`src/rtl/ysyx_220053_dbus_bridge.sv`:
```
// Data-side bus bridge: one 128-bit line request becomes a 2-beat INCR burst on the 64-bit memory bus.
// A single transaction is in flight at a time; the result is returned with a one-cycle ready pulse.
//
// state   | meaning
// IDLE    | waiting for d_rw_valid_i; latches address, write line and clears the error flag
// RD_ADDR | ar_valid_o high until ar_ready_i
// RD_DATA | r_ready_o high; collects BEATS read beats
// WR_ADDR | aw_valid_o high until aw_ready_i
// WR_DATA | w_valid_o high; sends BEATS write beats
// WR_RESP | b_ready_o high until b_valid_i
// DONE    | d_rw_ready_o pulse with d_rw_err_o; back to IDLE
module ysyx_220053_dbus_bridge #(
  parameter int ADDR_W = 64,
  parameter int BEAT_W = 64,
  parameter int BEATS  = 2
) (
  input  logic                     clk,
  input  logic                     rst,
  input  logic [ADDR_W-1:0]        d_rw_addr_i,
  input  logic                     d_rw_req_i,
  input  logic                     d_rw_valid_i,
  input  logic [BEAT_W*BEATS-1:0]  d_rw_w_data_i,
  output logic [BEAT_W*BEATS-1:0]  d_data_read_o,
  output logic                     d_rw_ready_o,
  output logic                     d_rw_err_o,
  output logic                     ar_valid_o,
  input  logic                     ar_ready_i,
  output logic [ADDR_W-1:0]        ar_addr_o,
  output logic [7:0]               ar_len_o,
  output logic [2:0]               ar_size_o,
  input  logic                     r_valid_i,
  output logic                     r_ready_o,
  input  logic [BEAT_W-1:0]        r_data_i,
  input  logic [1:0]               r_resp_i,
  input  logic                     r_last_i,
  output logic                     aw_valid_o,
  input  logic                     aw_ready_i,
  output logic [ADDR_W-1:0]        aw_addr_o,
  output logic [7:0]               aw_len_o,
  output logic [2:0]               aw_size_o,
  output logic                     w_valid_o,
  input  logic                     w_ready_i,
  output logic [BEAT_W-1:0]        w_data_o,
  output logic [BEAT_W/8-1:0]      w_strb_o,
  output logic                     w_last_o,
  input  logic                     b_valid_i,
  output logic                     b_ready_o,
  input  logic [1:0]               b_resp_i
);

  localparam int LINE_W = BEAT_W * BEATS;
  localparam int CNT_W  = (BEATS > 1) ? $clog2(BEATS) : 1;
  localparam logic [CNT_W-1:0]  CNT_LAST  = CNT_W'(BEATS - 1);
  localparam logic [ADDR_W-1:0] LINE_MASK = ~ADDR_W'(LINE_W / 8 - 1);

  localparam logic [2:0] IDLE    = 3'd0;
  localparam logic [2:0] RD_ADDR = 3'd1;
  localparam logic [2:0] RD_DATA = 3'd2;
  localparam logic [2:0] WR_ADDR = 3'd3;
  localparam logic [2:0] WR_DATA = 3'd4;
  localparam logic [2:0] WR_RESP = 3'd5;
  localparam logic [2:0] DONE    = 3'd6;

  logic [2:0]        state;
  logic [CNT_W-1:0]  cnt;
  logic [ADDR_W-1:0] addr_q;
  logic [LINE_W-1:0] wline_q;
  logic [LINE_W-1:0] rline_q;
  logic [LINE_W-1:0] data_q;
  logic              err_q;
  logic [LINE_W-1:0] rline_next;
  logic              last_beat;
  logic              r_bad;

  assign last_beat = (cnt == CNT_LAST);
  // r_last_i only feeds the error flag; the burst length is fixed by the counter.
  assign r_bad = (r_resp_i != 2'b00) || (r_last_i != last_beat);

  always_comb begin
    rline_next = rline_q;
    rline_next[cnt*BEAT_W +: BEAT_W] = r_data_i;
  end

  always_ff @(posedge clk) begin
    if (!rst) begin
      state   <= IDLE;
      cnt     <= '0;
      addr_q  <= '0;
      wline_q <= '0;
      rline_q <= '0;
      data_q  <= '0;
      err_q   <= 1'b0;
    end else begin
      case (state)
        IDLE: begin
          if (d_rw_valid_i) begin
            addr_q  <= d_rw_addr_i;
            wline_q <= d_rw_w_data_i;
            err_q   <= 1'b0;
            cnt     <= '0;
            state   <= d_rw_req_i ? WR_ADDR : RD_ADDR;
          end
        end
        RD_ADDR: begin
          if (ar_ready_i) state <= RD_DATA;
        end
        RD_DATA: begin
          if (r_valid_i) begin
            rline_q <= rline_next;
            if (r_bad) err_q <= 1'b1;
            if (last_beat) begin
              data_q <= rline_next;
              cnt    <= '0;
              state  <= DONE;
            end else begin
              cnt <= cnt + 1'b1;
            end
          end
        end
        WR_ADDR: begin
          if (aw_ready_i) begin
            cnt   <= '0;
            state <= WR_DATA;
          end
        end
        WR_DATA: begin
          if (w_ready_i) begin
            if (last_beat) begin
              cnt   <= '0;
              state <= WR_RESP;
            end else begin
              cnt <= cnt + 1'b1;
            end
          end
        end
        WR_RESP: begin
          if (b_valid_i) begin
            if (b_resp_i != 2'b00) err_q <= 1'b1;
            state <= DONE;
          end
        end
        DONE:    state <= IDLE;
        default: state <= IDLE;
      endcase
    end
  end

  assign d_data_read_o = data_q;
  assign d_rw_ready_o  = (state == DONE);
  assign d_rw_err_o    = err_q;

  assign ar_valid_o = (state == RD_ADDR);
  assign ar_addr_o  = addr_q & LINE_MASK;
  assign ar_len_o   = 8'(BEATS - 1);
  assign ar_size_o  = 3'($clog2(BEAT_W / 8));
  assign r_ready_o  = (state == RD_DATA);

  assign aw_valid_o = (state == WR_ADDR);
  assign aw_addr_o  = addr_q & LINE_MASK;
  assign aw_len_o   = 8'(BEATS - 1);
  assign aw_size_o  = 3'($clog2(BEAT_W / 8));
  assign w_valid_o  = (state == WR_DATA);
  assign w_data_o   = wline_q[cnt*BEAT_W +: BEAT_W];
  assign w_strb_o   = '1;
  assign w_last_o   = (state == WR_DATA) && last_beat;
  assign b_ready_o  = (state == WR_RESP);

endmodule

```
`config.mk`:
```
export PLATFORM = sky130hd
export DESIGN_NAME = ysyx_220053_dbus_bridge
export DESIGN_NICKNAME = d
export VERILOG_FILES = /design/src/rtl/ysyx_220053_dbus_bridge.sv
export SDC_FILE = /design/constraint.sdc
export NUM_CORES = 1
export LEC_CHECK = 0
export ABC_AREA = 1
export BUFFER_PORTS_ARGS = -buffer_cell sky130_fd_sc_hd__buf_2
export CAP_MARGIN = 20
export CELL_PAD_IN_SITES_DETAIL_PLACEMENT = 1
export CELL_PAD_IN_SITES_GLOBAL_PLACEMENT = 1
export CORE_AREA = 2 2 245 247
export DETAILED_ROUTE_END_ITERATION = 10
export DIE_AREA = 0 0 247 249
export GPL_TIMING_DRIVEN = 0
export PLACE_DENSITY = 0.66
export SLEW_MARGIN = 20
export SYNTH_ARGS = -nofsm -noshare
export SYNTH_HDL_FRONTEND = slang
export SYNTH_SLANG_ARGS = --single-unit
```
`constraint.sdc`:
```
create_clock -name clk -period 4.7 [get_ports clk]
set_clock_uncertainty 0.15 [all_clocks]
set_input_delay 0.94 -clock clk [delete_from_list [all_inputs] [get_ports clk]]
set_output_delay 0.94 -clock clk [all_outputs]
set_load 0.02 [all_outputs]
```
==> results of run 1 <==
==> synth_stat cells <==
library cell               number  area [sq um]
sky130_fd_sc_hd__buf_4        104           781
sky130_fd_sc_hd__nand2_1       89           334
sky130_fd_sc_hd__nand3b_1       1          7.51
sky130_fd_sc_hd__dfxtp_1      385          7710
sky130_fd_sc_hd__nand3_1        9          45.0
sky130_fd_sc_hd__buf_2         25           125
sky130_fd_sc_hd__nand2_2        1          6.26
sky130_fd_sc_hd__nand3_2        1          10.0
sky130_fd_sc_hd__a21oi_1      320          1600
sky130_fd_sc_hd__inv_1        329          1230
sky130_fd_sc_hd__conb_1         2          7.51
sky130_fd_sc_hd__buf_6          1          11.3
sky130_fd_sc_hd__nor2_4         1          11.3
sky130_fd_sc_hd__or2_2         64           400
sky130_fd_sc_hd__mux2i_1       64           641
sky130_fd_sc_hd__inv_2          1          3.75
sky130_fd_sc_hd__o21ai_0      264          1320
sky130_fd_sc_hd__clkbuf_1     104           390
sky130_fd_sc_hd__o22ai_1        1          6.26
sky130_fd_sc_hd__nor2_1        83           312
sky130_fd_sc_hd__nor2_2         2          12.5
sky130_fd_sc_hd__o21ai_1      117           586
==> through the flow <==
step	instances	power, uW	cell area, sq um	hold WS [ns]	util, %
floorplan	2004	7050	15700	0.274	-
global placement	3361	8680	19600	0.279	33.4
detailed placement	3361	8810	19600	0.285	33.4
CTS	3441	12400	21100	0.294	35.9
global route	3446	12900	21100	0.308	35.9
finish	3455	12200	21100	0.291	36.0
==> layout make-up <==
cell class	instances	area, sq um
sequential	385	7710
timing repair buffer	584	2920
multi-input combinational	1055	5440
fill	7398	37600
clock inverter	11	110
inverter	330	1240
clock buffer	69	1380
tap	773	967
antenna	14	35.0
buffer	234	1310
==> metal layers <==
metal | track usage (%) | wire [um]
met3 | 6.90 | 5220
met2 | 35.2 | 31100
met4 | 4.85 | 1260
met5 | 0 | 164
met1 | 21.5 | 24400
==> power breakdown <==
| part | switching (uW) | internal [uW] | leakage [uW] |
|---|---|---|---|
| combinational | 2920 | 1440 | 0.00566 |
| clock | 1430 | 2080 | 0.000741 |
| sequential | 394 | 3920 | 0.00315 |
==> final timing paths <==
check / slack [ns] / cells after the start / start / end
min: 0.29 / 2 / d_data_read_o[122] / d_data_read_o[122]
max: 0.40 / 6 / cnt / w_data_o[7]
max reg2reg: 2.30 / 6 / state[1] / wline_q[124]
min reg2reg: 0.29 / 2 / d_data_read_o[122] / d_data_read_o[122]
==> kinds of logic after synthesis <==
family                 synth area share, %
and+or+nand+nor                       7.32
other                               0.0483
muxes                                 4.12
AOI/OAI and AO/OA                     22.6
buffers and inverters                 16.4
DFF                                   49.5
==> state kept, by name, indices dropped and copies added (netlist names) <==
signal         cells
d_data_read_o    128
wline_q          128
rline_q           64
addr_q            60
state              3
cnt                1
d_rw_err_o         1
==> tightest hold or removal path: stages (launching register included) <==
cell	delay, ns
sky130_fd_sc_hd__dfxtp_1	0.30
sky130_fd_sc_hd__inv_1	0.04
sky130_fd_sc_hd__a21oi_1	0.05
==> cells in the final DEF, fill, tap and decap left out <==
cell type | Yosys | routed
sky130_fd_sc_hd__a21oi_1 | 320 | 320
sky130_fd_sc_hd__buf_2 | 25 | 609
sky130_fd_sc_hd__buf_4 | 104 | 104
sky130_fd_sc_hd__buf_6 | 1 | 1
sky130_fd_sc_hd__bufinv_16 | 0 | 1
sky130_fd_sc_hd__clkbuf_1 | 104 | 109
sky130_fd_sc_hd__clkbuf_16 | 0 | 45
sky130_fd_sc_hd__clkbuf_2 | 0 | 3
sky130_fd_sc_hd__clkbuf_8 | 0 | 16
sky130_fd_sc_hd__clkinv_2 | 0 | 5
sky130_fd_sc_hd__conb_1 | 2 | 38
sky130_fd_sc_hd__dfxtp_1 | 385 | 385
sky130_fd_sc_hd__diode_2 | 0 | 14
sky130_fd_sc_hd__inv_1 | 329 | 329
sky130_fd_sc_hd__inv_16 | 0 | 1
sky130_fd_sc_hd__inv_2 | 1 | 1
sky130_fd_sc_hd__inv_6 | 0 | 4
sky130_fd_sc_hd__mux2i_1 | 64 | 64
sky130_fd_sc_hd__nand2_1 | 89 | 89
sky130_fd_sc_hd__nand2_2 | 1 | 1
sky130_fd_sc_hd__nand3_1 | 9 | 9
sky130_fd_sc_hd__nand3_2 | 1 | 1
sky130_fd_sc_hd__nand3b_1 | 1 | 1
sky130_fd_sc_hd__nor2_1 | 83 | 83
sky130_fd_sc_hd__nor2_2 | 2 | 2
sky130_fd_sc_hd__nor2_4 | 1 | 1
sky130_fd_sc_hd__o21ai_0 | 264 | 264
sky130_fd_sc_hd__o21ai_1 | 117 | 117
sky130_fd_sc_hd__o22ai_1 | 1 | 1
sky130_fd_sc_hd__or2_2 | 64 | 64
==> qor.json, run 1 <==
{
  "postSynthRegisterBits": {"value": 385},
  "crit_slowest_cell": {"value": "sky130_fd_sc_hd__dfxtp_1"},
  "cts_inserted_buffers": {"value": 45},
  "detail_route.drc_violations": {"value": 0},
  "num_rows": {"value": 89},
  "drt-total-wl": {"value": 62200, "unit": "um"},
  "yosysSeqAreaShare": {"value": 49.5, "unit": "%"},
  "path_cells": {"value": "buf_2 -> clkbuf_2 -> clkbuf_1 -> nand2_1 -> o21ai_0 -> buf_2"},
  "grt_start_max_net_pins": {"value": 13},
  "first_global_vias": {"value": 16000},
  "syn2layout_area_growth": {"value": 35.7, "unit": "%"},
  "clock_tree_buf_depth": {"value": 3},
  "floorplan.die.height": {"value": 249, "unit": "um"},
  "totalNegativeSetupSlack": {"value": 0, "unit": "ns"},
  "grt_overflow": {"value": 0},
  "tritoncts_num_sinks": {"value": 385},
  "number_of_antenna_violating_nets_in_the_routed_design": {"value": 0},
  "finalMaxSlewViolations": {"value": 0},
  "timing.critical_path.fanout_max": {"value": 10},
  "final-hold-violation-count": {"value": 0},
  "dpl_worst_slack": {"value": 0.482, "unit": "ns"},
  "run_status": {"value": "finished clean"},
  "cts_post_setup_buffers_inserted": {"value": 0},
  "period_minus_ws_final": {"value": 4.30, "unit": "ns"},
  "timing.critical_path.from_type": {"value": "flip-flop"},
  "worst_ir_drop_vdd": {"value": 297, "unit": "uV"},
  "final_critical_path_setup_slack": {"value": 0.403, "unit": "ns"},
  "clk_pin_slew_worst_paths": {"value": 0.06, "unit": "ns"},
  "post_synth_instance_area": {"value": 15600, "unit": "sq um"},
  "cap_violations": {"value": 0},
  "critPathTopFamily": {"value": "buffers and inverters"},
  "synth-warning-count": {"value": 0},
  "boundaryPins": {"value": 628},
  "tritoncts": {"value": "built"},
  "setup_repair_after_global_routing_missed_its_margin": {"value": "no"},
  "via_count": {"value": 15300},
  "cts_max_level": {"value": 2},
  "ctsRootBufferMaster": {"value": "sky130_fd_sc_hd__clkbuf_16"},
  "max_freq": {"value": 0.233, "unit": "GHz"},
  "track_usage": {"value": 19.5, "unit": "%"},
  "dpl.hpwl": {"value": 49600, "unit": "um"},
  "die_area": {"value": 61500, "unit": "sq um"},
  "port-buffer-count": {"value": 584},
  "worstHoldPathType": {"value": "flip-flop to flip-flop"},
  "post_cts_resize_count": {"value": 1},
  "worst_endpoint_data_arrival_time": {"value": 3.21, "unit": "ns"},
  "post_cts_hold_buffer_count": {"value": 0},
  "drt_first_pass_iters": {"value": 5},
  "gp_congestion": {"value": 0.845},
  "max_slew_margin": {"value": 40.7, "unit": "%"},
  "synth_cells": {"value": 1968},
  "initial_cell_density_of_the_core": {"value": 26.5, "unit": "%"},
  "grt_pass1_wl": {"value": 92800, "unit": "um"},
  "drt_iter0_drc": {"value": 437},
  "worstMarginPinSlew": {"value": 0.889, "unit": "ns"},
  "initial_antenna_violation_count": {"value": 26},
  "drt-vias-per-instance": {"value": 4.43},
  "areal_power_density_over_the_cells": {"value": 578, "unit": "nW/um^2"},
  "synth_area_per_cell": {"value": 7.90, "unit": "sq um"},
  "crit_path_max_incr_delay": {"value": 0.66, "unit": "ns"},
  "power.static_leakage": {"value": 0.00955, "unit": "uW"},
  "end_kind": {"value": "output pin"},
  "fin_crit_sh": {"value": 91.4, "unit": "%"},
  "worstSetupPathType": {"value": "flip-flop to output pin"},
  "critical_path.n_buffers_inverters": {"value": 4},
  "drive_gt1_share": {"value": 32.2, "unit": "%"},
  "placeableCoreArea": {"value": 58700, "unit": "sq um"},
  "netlist-cell-type-count": {"value": 22},
  "setup_violations": {"value": 0},
  "most_used_cell_along_the_critical_path": {"value": "sky130_fd_sc_hd__buf_2"},
  "fp.dieW": {"value": 247, "unit": "um"},
  "cp_data_required_time": {"value": 3.61, "unit": "ns"},
  "finish.net_count": {"value": 2905},
  "insertion_delay": {"value": 0.57, "unit": "ns"},
  "wl_per_cell": {"value": 18.0, "unit": "um"}
}
Note: power is estimated with default switching activity, not from simulation.
==> run 2: changes to the inputs <==
ABC_AREA = unset   (was 1)
CORE_AREA = 2 2 241 243   (was 2 2 245 247)
DIE_AREA = 0 0 243 245   (was 0 0 247 249)
==> run 2 against run 1 <==
  * Final area decreased by 2.7%
  * Setup slack improved by 0.84 ns
  * Utilization about the same
  * Wire length decreased by 1.5%
  * Sequential power decreased by 7.2%
  * Critical path depth decreased by 1
  * Count of clock-buffer cells in the layout decreased by 4
  * Die area decreased by 3.2%
  * First-iteration DRC count decreased by 11%
==> qor.json, run 2 <==
{
  "run_status": {"value": "finished clean"},
  "cts_max_level": {"value": 2, "change": "unchanged"},
  "fin_crit_sh": {"value": 73.7, "unit": "%", "change": "-18 points"},
  "worstSetupPathType": {"value": "flip-flop to output pin"},
  "postSynthRegisterBits": {"value": 385, "change": "unchanged"},
  "post_cts_resize_count": {"value": 0, "change": "-1"},
  "multi_input_comb_area": {"value": 5990, "unit": "sq um", "change": "+10%"},
  "cellInternalPower": {"value": 6970, "unit": "uW", "change": "-6.3%"},
  "yosysSeqAreaShare": {"value": 51.2, "unit": "%", "change": "+1.7 points"},
  "grt_pass1_wl": {"value": 90000, "unit": "um", "change": "-3.1%"},
  "tritoncts": {"value": "built"},
  "num_rows": {"value": 88, "change": "-1.1%"},
  "timing.critical_path.from_type": {"value": "flip-flop"},
  "fp.dieW": {"value": 243, "unit": "um", "change": "-1.6%"},
  "floorplan.die.height": {"value": 245, "unit": "um", "change": "-1.6%"},
  "layout_common_cells": {"value": "sky130_fd_sc_hd__nand2_1, sky130_fd_sc_hd__buf_2, sky130_fd_sc_hd__dfxtp_1, sky130_fd_sc_hd__a21oi_1, sky130_fd_sc_hd__buf_4"},
  "synth_area_per_cell": {"value": 7.95, "unit": "sq um", "change": "+0.59%"},
  "via_count": {"value": 14900, "change": "-2.5%"},
  "seq_area": {"value": 7710, "unit": "sq um", "change": "unchanged"},
  "layout.filler_cells": {"value": 7190, "change": "-2.8%"},
  "initial_cell_density_of_the_core": {"value": 26.4, "unit": "%", "change": "-0.13 points"},
  "timing.critical_path.fanout_max": {"value": 10, "change": "unchanged"},
  "crit_path_launch": {"value": "cnt"},
  "ctsRootBufferMaster": {"value": "sky130_fd_sc_hd__clkbuf_16"},
  "dpl-instance-area": {"value": 19100, "unit": "sq um", "change": "-2.6%"},
  "most_used_cell_along_the_critical_path": {"value": "sky130_fd_sc_hd__buf_2"},
  "clock_power_share": {"value": 31.5, "unit": "%", "change": "+2.7 points"},
  "clock_tree_buf_depth": {"value": 3, "change": "unchanged"},
  "grt-busiest-layer": {"value": "met2"},
  "layout.core_utilization": {"value": 36.0, "unit": "%", "change": "+0.040 points"},
  "drt-total-wl": {"value": 61200, "unit": "um", "change": "-1.5%"},
  "max_slew_margin": {"value": 32.3, "unit": "%", "change": "-8.4 points"},
  "top_post_synthesis_cells_by_count": {"value": "sky130_fd_sc_hd__nand2_1, sky130_fd_sc_hd__dfxtp_1, sky130_fd_sc_hd__a21oi_1"},
  "worst_ir_drop_vdd": {"value": 302, "unit": "uV", "change": "+1.9%"},
  "insertion_delay": {"value": 0.58, "unit": "ns", "change": "about the same"},
  "setup_repair_after_global_routing_missed_its_margin": {"value": "no"},
  "synth-warning-count": {"value": 0, "change": "unchanged"},
  "critical_path.n_buffers_inverters": {"value": 4, "change": "unchanged"},
  "yosysTopAreaCellShare": {"value": 51.2, "unit": "%", "change": "+1.7 points"},
  "cts_post_setup_buffers_inserted": {"value": 0, "change": "unchanged"},
  "setup_violations": {"value": 0, "change": "unchanged"},
  "post-synth-top-count-cell": {"value": "sky130_fd_sc_hd__nand2_1"},
  "hold_path.startpoint": {"value": "d_data_read_o[91]"},
  "track_usage": {"value": 19.7, "unit": "%", "change": "+0.21 points"},
  "placeableCoreArea": {"value": 57000, "unit": "sq um", "change": "-2.8%"},
  "worstHoldPathType": {"value": "flip-flop to flip-flop"},
  "drt-vias-per-instance": {"value": 4.43, "change": "+0.15%"},
  "crit_path_max_incr_delay": {"value": 0.40, "unit": "ns", "change": "-0.26 ns"},
  "cap_violations": {"value": 0, "change": "unchanged"},
  "drt_first_pass_iters": {"value": 4, "change": "-1"},
  "post-synth-top-area-cell": {"value": "sky130_fd_sc_hd__dfxtp_1"},
  "port-buffer-count": {"value": 585, "change": "+0.17%"},
  "finalMaxSlewViolations": {"value": 0, "change": "unchanged"},
  "syn2layout_area_growth": {"value": 36.5, "unit": "%"},
  "most_frequently_used_flop_master_after_synthesis": {"value": "sky130_fd_sc_hd__dfxtp_1"},
  "cts_inserted_buffers": {"value": 46, "change": "+2.2%"},
  "combinational_power_share": {"value": 31.7, "unit": "%", "change": "-4.1 points"},
  "groute.layer.met1.usage": {"value": 22.4, "unit": "%", "change": "+0.96 points"},
  "finish.net_count": {"value": 2831, "change": "-2.5%"},
  "areal_power_density_over_the_cells": {"value": 530, "unit": "nW/um^2", "change": "-8.3%"},
  "stdcell_area": {"value": 20500, "unit": "sq um", "change": "-2.7%"},
  "first_global_vias": {"value": 15200, "change": "-4.8%"},
  "grt_overflow": {"value": 0, "change": "unchanged"},
  "worst_endpoint_data_arrival_time": {"value": 2.37, "unit": "ns", "change": "-0.84 ns"},
  "drive_gt1_share": {"value": 35.1, "unit": "%", "change": "+2.9 points"},
  "detail_route.drc_violations": {"value": 0, "change": "unchanged"},
  "clk_pin_slew_worst_paths": {"value": 0.06, "unit": "ns", "change": "about the same"},
  "crit_slowest_cell": {"value": "sky130_fd_sc_hd__mux2_2"},
  "number_of_antenna_violating_nets_in_the_routed_design": {"value": 0, "change": "unchanged"},
  "groute.layer.met2.usage": {"value": 35.2, "unit": "%", "change": "about the same"},
  "wl_per_cell": {"value": 18.2, "unit": "um", "change": "+1.2%"},
  "drt_iter0_drc": {"value": 387, "change": "-11%"},
  "worstMarginPinSlew": {"value": 1.02, "unit": "ns", "change": "+0.126 ns"},
  "die_area": {"value": 59500, "unit": "sq um", "change": "-3.2%"},
  "postSynth.asyncResetShare": {"value": 0, "unit": "%", "change": "unchanged"},
  "gp_congestion": {"value": 0.874, "change": "+3.4%"},
  "final-hold-violation-count": {"value": 0, "change": "unchanged"},
  "sequential_group_share_of_total_power": {"value": 36.8, "unit": "%", "change": "+1.4 points"},
  "totalNegativeSetupSlack": {"value": 0, "unit": "ns", "change": "unchanged"},
  "power.static_leakage": {"value": 0.00922, "unit": "uW", "change": "-3.4%"},
  "synth_edf_count": {"value": 0, "change": "unchanged"},
  "grt_start_max_net_pins": {"value": 13, "change": "unchanged"},
  "boundaryPins": {"value": 628, "change": "unchanged"},
  "synth.top_cells.by_area": {"value": "sky130_fd_sc_hd__dfxtp_1, sky130_fd_sc_hd__nand2_1, sky130_fd_sc_hd__a21oi_1"},
  "dpl.hpwl": {"value": 48300, "unit": "um", "change": "-2.5%"},
  "cp_data_required_time": {"value": 3.61, "unit": "ns", "change": "about the same"},
  "end_kind": {"value": "output pin"},
  "initial_antenna_violation_count": {"value": 21, "change": "-19%"},
  "netlist-cell-type-count": {"value": 37, "change": "+68%"},
  "path_cells": {"value": "buf_2 -> buf_2 -> buf_2 -> mux2_2 -> buf_2"},
  "post_cts_hold_buffer_count": {"value": 0, "change": "unchanged"},
  "critPathTopFamily": {"value": "buffers and inverters"},
  "post_synth_instance_area": {"value": 15000, "unit": "sq um", "change": "-3.3%"},
  "max_freq": {"value": 0.289, "unit": "GHz", "change": "+24%"},
  "worst_r2r_startpoint": {"value": "state[0]"},
  "groute.layer.met3.usage": {"value": 6.57, "unit": "%", "change": "-0.32 points"},
  "switching_share": {"value": 35.9, "unit": "%", "change": "-3.1 points"},
  "power_switching": {"value": 3910, "unit": "uW", "change": "-18%"},
  "final_common_cell": {"value": "sky130_fd_sc_hd__nand2_1"},
  "period_minus_ws_final": {"value": 3.46, "unit": "ns", "change": "-0.835 ns"},
  "synth_cells": {"value": 1892, "change": "-3.9%"},
  "tritoncts_num_sinks": {"value": 385, "change": "unchanged"}
}
run 2: worst reg2reg max path, cell delays in order (launching register included):
cell	delay, ns
sky130_fd_sc_hd__dfxtp_1	0.35
sky130_fd_sc_hd__buf_2	0.21
sky130_fd_sc_hd__nor4b_2	0.26
sky130_fd_sc_hd__buf_4	0.25
sky130_fd_sc_hd__buf_2	0.56
sky130_fd_sc_hd__nand2_1	0.16
sky130_fd_sc_hd__a21oi_1	0.14
run 2: layout make-up:
cell class,count,share of cell area [%]
diodes,8,0.0975
plain buffers,239,7.14
clock buffers,65,6.49
clock inverters,13,0.573
inverters,4,0.0731
multi-input cells,1300,29.2
flip-flops and latches,385,37.5
well taps,765,4.66
repair buffers,585,14.3
run 2: worst paths after layout:
path                            end  slack (ns)  depth (start not counted)
setup / recovery       w_data_o[52]        1.24                          5
setup reg to reg         addr_q[50]        2.57                          6
hold / removal    d_data_read_o[91]        0.30                          2
hold reg to reg   d_data_read_o[91]        0.30                          2
run 2: cells by family (layout without fill, tap and decap cells):
kind of cell | Yosys count | count (layout) | synth area share [%]
buf+inv | 243 | 906 | 9.84
compound gates | 391 | 391 | 13.2
simple gates | 804 | 804 | 20.7
xor+xnor | 1 | 1 | 0.0582
other cells | 2 | 46 | 0.0499
flops | 385 | 385 | 51.2
mux | 66 | 66 | 4.92
run 2: per-stage QoR:
stage          setup slack, ns  cells  hold WS [ns]  total power (uW)
2_1_floorplan             2.28   1928         0.282              6240
3_3_place_gp              1.41   3278         0.286              7480
3_5_place_dp              1.31   3278         0.296              7560
4_1_cts                   1.10   3356         0.304             11000
5_1_grt                   1.06   3358         0.317             11500
6_report                  1.24   3364         0.300             10900
run 2: power by group through the flow:
| stage | combinational (uW) | sequential, uW | clock [uW] |
|---|---|---|---|
| 4_1_cts | 3500 | 4000 | 3530 |
| 6_report | 3440 | 4000 | 3430 |
| 3_3_place_gp | 3430 | 4050 | 0 |
| 5_1_grt | 3760 | 4050 | 3650 |
| 3_5_place_dp | 3490 | 4070 | 0 |
| 2_1_floorplan | 2120 | 4120 | 0 |
run 2: metal layers:
metal | share of wire (%) | vias to the layer above
met5 | 0.28 | -
met2 | 49 | 436
met4 | 2.1 | 26
met3 | 7.8 | 97
met1 | 40 | 7031
li1 | - | 7320
